## src/rtl/prio_encoder_db_if.sv

```systemverilog
// ============================================================================
// Module   : prio_encoder_db_if
// Brief    : Request/encoded-index bundle for prio_encoder_db (seg0 present
//            only when PRIO_ENC_SEG_EN is defined).
// Revision : 1.0 - initial release
// ============================================================================
`default_nettype none

interface prio_encoder_db_if #(
  parameter int WIDTH = 8
);
  localparam int IW = $clog2(WIDTH);

  logic             en;
  logic [WIDTH-1:0] sw;
  logic [IW-1:0]    y;
  logic             vld;
  logic             chg;
  logic [IW+1:0]    led;
`ifdef PRIO_ENC_SEG_EN
  logic [6:0]       seg0;

  modport slave  (input  en, sw, output y, vld, chg, led, seg0);
  modport master (output en, sw, input  y, vld, chg, led, seg0);
`else
  modport slave  (input  en, sw, output y, vld, chg, led);
  modport master (output en, sw, input  y, vld, chg, led);
`endif

endinterface

`default_nettype wire

```

## src/rtl/prio_encoder_db.sv

```systemverilog
// ============================================================================
// Module   : prio_encoder_db
// Brief    : Debounced priority encoder; optional 7-segment digit output
//            enabled by macro PRIO_ENC_SEG_EN.
// Revision : 1.0 - initial release
// ============================================================================
`default_nettype none

module prio_encoder_db #(
  parameter int WIDTH     = 8,
  parameter int STABLE    = 3,
  parameter int LOW_FIRST = 0
) (
  input  wire logic           clk,
  input  wire logic           rst,
  prio_encoder_db_if.slave    bus
);

  localparam int IW = $clog2(WIDTH);
  localparam int CW = (STABLE < 1) ? 1 : $clog2(STABLE + 1);
  localparam logic [CW-1:0] CNT_MAX  = CW'(STABLE);
  localparam logic [CW-1:0] CNT_LAST = (STABLE == 0) ? '0 : CW'(STABLE - 1);

  logic [WIDTH-1:0] sw_s_q, sw_s_d;
  logic [WIDTH-1:0] sw_c_q, sw_c_d;
  logic [CW-1:0]    cnt_q, cnt_d;
  logic [IW-1:0]    y_q, y_d;
  logic             vld_q, vld_d;
  logic             chg_q, chg_d;
  logic             en_q;
  logic             commit;

  function automatic logic [IW-1:0] enc(input logic [WIDTH-1:0] v);
    int idx;
    enc = '0;
    // Later hits overwrite earlier ones, so scan toward the winning end.
    for (int i = 0; i < WIDTH; i++) begin
      idx = (LOW_FIRST != 0) ? (WIDTH - 1 - i) : i;
      if (v[idx]) enc = IW'(idx);
    end
  endfunction

  // The edge completing STABLE+1 identical samples is the one seeing cnt at STABLE-1.
  assign commit = (STABLE == 0) ? 1'b1
                                : ((bus.sw == sw_s_q) && (cnt_q == CNT_LAST));

  always_comb begin
    sw_s_d = sw_s_q;
    cnt_d  = cnt_q;
    if (bus.sw != sw_s_q) begin
      sw_s_d = bus.sw;
      cnt_d  = '0;
    end else if (cnt_q < CNT_MAX) begin
      cnt_d = cnt_q + 1'b1;
    end
    sw_c_d = commit ? bus.sw : sw_c_q;
    y_d    = bus.en ? enc(sw_c_d) : '0;
    vld_d  = bus.en & (|sw_c_d);
    chg_d  = (y_d != y_q) | (vld_d != vld_q);
  end

  always_ff @(posedge clk) begin
    if (rst) begin
      sw_s_q <= '0;
      sw_c_q <= '0;
      cnt_q  <= '0;
      y_q    <= '0;
      vld_q  <= 1'b0;
      chg_q  <= 1'b0;
      en_q   <= 1'b0;
    end else begin
      sw_s_q <= sw_s_d;
      sw_c_q <= sw_c_d;
      cnt_q  <= cnt_d;
      y_q    <= y_d;
      vld_q  <= vld_d;
      chg_q  <= chg_d;
      en_q   <= bus.en;
    end
  end

  assign bus.y   = y_q;
  assign bus.vld = vld_q;
  assign bus.chg = chg_q;
  assign bus.led = {en_q, vld_q, y_q};

`ifdef PRIO_ENC_SEG_EN
  logic [6:0] seg_q, seg_d;

  // Active-low gfedcba hex glyphs.
  function automatic logic [6:0] seg7(input logic [3:0] d);
    case (d)
      4'h0:    seg7 = 7'h40;
      4'h1:    seg7 = 7'h79;
      4'h2:    seg7 = 7'h24;
      4'h3:    seg7 = 7'h30;
      4'h4:    seg7 = 7'h19;
      4'h5:    seg7 = 7'h12;
      4'h6:    seg7 = 7'h02;
      4'h7:    seg7 = 7'h78;
      4'h8:    seg7 = 7'h00;
      4'h9:    seg7 = 7'h10;
      4'hA:    seg7 = 7'h08;
      4'hB:    seg7 = 7'h03;
      4'hC:    seg7 = 7'h46;
      4'hD:    seg7 = 7'h21;
      4'hE:    seg7 = 7'h06;
      default: seg7 = 7'h0E;
    endcase
  endfunction

  always_comb begin
    seg_d = vld_q ? seg7(4'(y_q)) : 7'h7F;
  end

  always_ff @(posedge clk) begin
    if (rst) seg_q <= 7'h7F;
    else     seg_q <= seg_d;
  end

  assign bus.seg0 = seg_q;
`endif

endmodule

`default_nettype wire

```

## src/flat_wrapper.sv

```systemverilog
// flat-port wrapper written by rule: the top's interface ports become plain ports
module prio_encoder_db_flat 
#(
  parameter int WIDTH     = 8,
  parameter int STABLE    = 3,
  parameter int LOW_FIRST = 0
)
  (clk, rst, bus_en, bus_sw, bus_y, bus_vld, bus_chg, bus_led);
  prio_encoder_db_if #(.WIDTH(WIDTH)) bus_i ();
  input  wire logic clk;
  input  wire logic rst;
  input wire logic [$bits(bus_i.en)-1:0] bus_en;
  input wire logic [$bits(bus_i.sw)-1:0] bus_sw;
  output wire logic [$bits(bus_i.y)-1:0] bus_y;
  output wire logic [$bits(bus_i.vld)-1:0] bus_vld;
  output wire logic [$bits(bus_i.chg)-1:0] bus_chg;
  output wire logic [$bits(bus_i.led)-1:0] bus_led;
  assign bus_i.en = bus_en;
  assign bus_i.sw = bus_sw;
  assign bus_y = bus_i.y;
  assign bus_vld = bus_i.vld;
  assign bus_chg = bus_i.chg;
  assign bus_led = bus_i.led;
  prio_encoder_db #(.WIDTH(WIDTH), .STABLE(STABLE), .LOW_FIRST(LOW_FIRST)) u_core (.clk(clk), .rst(rst), .bus(bus_i));
endmodule
```

## config.mk

```make
export PLATFORM = sky130hd
export DESIGN_NAME = prio_encoder_db_flat
export DESIGN_NICKNAME = d
export VERILOG_FILES = /design/src/rtl/prio_encoder_db_if.sv /design/src/rtl/prio_encoder_db.sv /design/src/flat_wrapper.sv
export SDC_FILE = /design/constraint.sdc
export NUM_CORES = 1
export LEC_CHECK = 0
export BUFFER_PORTS_ARGS = -buffer_cell sky130_fd_sc_hd__buf_2
export CAP_MARGIN = 10
export CORE_ASPECT_RATIO = 1.5
export CORE_MARGIN = 3
export CORE_UTILIZATION = 45
export CTS_CLUSTER_SIZE = 16
export DETAILED_ROUTE_END_ITERATION = 10
export HOLD_SLACK_MARGIN = 0.06
export PLACE_DENSITY = 0.7
export SLEW_MARGIN = 20
export SYNTH_ARGS = -nofsm -noshare
export SYNTH_HDL_FRONTEND = slang
export SYNTH_SLANG_ARGS = --single-unit
```

## constraint.sdc

```tcl
create_clock -name clk -period 2 [get_ports clk]
set_input_delay 0.2 -clock clk [delete_from_list [all_inputs] [get_ports clk]]
set_output_delay 0.2 -clock clk [all_outputs]
set_load 0.1 [all_outputs]
```

==> impl_metrics.ini <==
[cells_and_area]
final_area_um2 = 1410
utilization = 0.563
final_nets = 179
layout_commonest_cell = dfxtp_1
drive_gt1_frac = 0.268
area_growth_pct = 15.7
n_antenna_cell = 0
final_cell_mix = 23 x dfxtp_1, 20 x nor2_1, 20 x buf_2
fillers = 250

[synthesis]
synth_ff_type = dfxtp_1
synth-adder-area-share = 0.0205
synth-compound-area-share = 0.120
synthMuxAreaShare = 0.0698
async_flop_share = 0
yosys.area_share.simple = 0.247
synth-seq-cells = 24
synth_top_family_by_area = simple AND/OR/NAND/NOR gates
avgSynthCellArea_um2 = 8.64
ys_types = 34
netlist_instances = 141
syn_area_um2 = 1220
synth-xor-area-share = 0.0647
ys_seq_area_frac = 0.394
synth-edff-count = 0
syn_nets = 154
yosysWarnings = 0

[drt]
postRouteAntennaNets = 0
routed_via_density = 5.10
dr.first_iter.drc_count = 21
remaining_drc_errors = 0
routed-via-count = 1019
dr.pass1.iters = 4
wl_per_cell_um = 12.6
postRouteWirelength_um = 2530

[critical_path]
crit_required_ns = 2.21
path_class = register to register
start_kind = register
critPathMaxFanout = 2
cp_slowest_stage_delay_ns = 0.34
crit_arrival_ns = 2.21
cp-startpoint = u_core.sw_s_q[4]$_SDFFE_PP0P_
cp_slowest_cell = dfxtp_2
cp-end-kind = register
path_cells = xor2_1 > nor4_1 > buf_4 > and3_4 > mux2_4 > a221oi_2 > o21ai_1 > o2bb2ai_1
r2r-start = u_core.sw_s_q[4]$_SDFFE_PP0P_

[cts]
holdBufCountCts = 0
clk_pin_slew_ns = 0.12
cts_buffers = 3
numClockSinks = 24
clockBufferDepth = 2
cts_root_buf = clkbuf_4
htreeDepth = 1
cts_tree = built
cts_setup_buffers = 0
clk_latency_ns = 0.30

[grt]
grt_overflow = 0
grt_usage = 0.162
antenna_found_initial = 0
grt_pass1_wl_um = 4330
grt_pass1_vias = 1008
grt_max_degree = 22

[sta]
setup_violations = 1
finClkSkew_ns = 0.00116
drv_slew = 0
worst_slack_ns = -0.00294
worst_pin_slew_ns = 0.485
rsz0062_at_grt = true
fmax_mhz = 499
hold_viol = 0
worst_hold_slack_ns = 0.166
min_period_ns = 2.00
relSlewSlack = 0.679
min_period_over_period = 1.00

[run_status]
status = finished, violations left
violations = setup timing

[pwr]
power_per_cell_area_nw_per_um2 = 555
vdd_ir_drop_max_v = 0.000333
power_leakage_nw = 0.606

[worst_hold_path]
min_from = bus_sw[7]
min_path_type = input pin to register

[job]
maxCapViolCount = 0

[placement]
io_buffer_count = 20
dpl_worst_slack_ns = -0.0936
placed_area_um2 = 1370
place_hpwl_um = 1950
gp_congestion = 0.887

[die]
rows = 22
start_util = 0.487
die_w_um = 48.5
ios = 21
core_um2 = 2500
dieArea_um2 = 3380
die_h_um = 69.7
per-stage QoR:
stage,cells,TNS (ns),total power [mW]
2_1_floorplan,141,0,0.548
4_1_cts,200,0,0.790
5_1_grt,200,-0.0715,0.821
3_3_place_gp,197,0,0.587
3_5_place_dp,197,-0.0936,0.588
6_report,200,-0.00294,0.782
sequential cells by signal, indices dropped and copies added, names as in the netlist:
| signal | count |
|---|---|
| u_core.bus.chg | 1 |
| u_core.en_q | 1 |
| u_core.bus.y | 3 |
| u_core.bus.vld | 1 |
| u_core.sw_c_q | 8 |
| u_core.sw_s_q | 8 |
| u_core.cnt_q | 2 |
cell families (layout without fill, tap and decap cells):
| kind of cell | Yosys count | count (layout) |
|---|---|---|
| xor+xnor | 9 | 9 |
| flops | 24 | 24 |
| buf+inv | 18 | 41 |
| simple gates | 58 | 58 |
| mux | 8 | 8 |
| fa+ha+maj | 2 | 2 |
| compound gates | 22 | 22 |
worst max-delay path, delay by kind of cell, from the launching register on:
family / cells / cell delay, ns
AND/OR/NAND/NOR: 2 / 0.50
AO/OA/AOI/OAI: 3 / 0.45
multiplexers: 1 / 0.31
XOR/XNOR: 1 / 0.15
buffers and inverters: 1 / 0.17
flip-flops: 1 / 0.34
routing by layer:
layer | vias up | routed length [um] | global-route usage
li1 | 522 | - | -
met1 | 467 | 1060 | 0.180
met2 | 26 | 1320 | 0.301
met3 | 4 | 106 | 0.0215
met4 | 0 | 41 | 0.0665
met5 | - | 0 | 0
worst paths after layout:
kind,endpoint,slack [ns],cells past startpoint
worst max-delay path,u_core.bus.chg$_SDFF_PP0_,-0.003,8
worst min-delay path,u_core.sw_s_q[7]$_SDFFE_PP0P_,0.17,3
worst max register to register,u_core.bus.chg$_SDFF_PP0_,-0.003,8
worst min register to register,u_core.sw_c_q[0]$_SDFF_PP0_,0.53,2
synthesized netlist by cell type, types with 2 or more instances:
master    count  area share
inv_1         7       0.022
nand2_1       6       0.018
dfxtp_1      24        0.39
nor3_1        6       0.025
nor4_1        5       0.026
o21ai_0       4       0.016
buf_4         7       0.043
clkbuf_1      3      0.0092
xnor2_1       2       0.014
a21oi_1       8       0.033
and3_1        3       0.015
mux2i_1       7       0.057
nor2_1       20       0.062
nor2b_1       7       0.036
nand2b_1      2       0.010
ha_1          2       0.021
o211ai_1      2       0.012
a311oi_1      3       0.022
xor2_1        7       0.050
or2_2         2       0.010
repair_timing:
action | in CTS | in global routing
resized for setup | 4 | 0
endpoints found under the setup margin | 1 | 1
pin swaps | 2 | 0
hold endpoints to repair | 0 | 0
where the power goes:
part           total (mW)  switching (mW)  internal (mW)
registers           0.492         0.00411          0.488
clock network       0.204           0.133         0.0703
logic              0.0868          0.0516         0.0352
total               0.782           0.189          0.593
area by class of cell:
class / count / area [um2] / area share
clock buffers: 3 / 22.5 / 0.0160
inverters: 7 / 26.3 / 0.0186
multi-input cells: 99 / 648 / 0.460
flip-flops and latches: 24 / 482 / 0.342
well taps: 36 / 45.0 / 0.0319
repair buffers: 31 / 186 / 0.132
No activity file was read; power rests on OpenSTA's default activity.
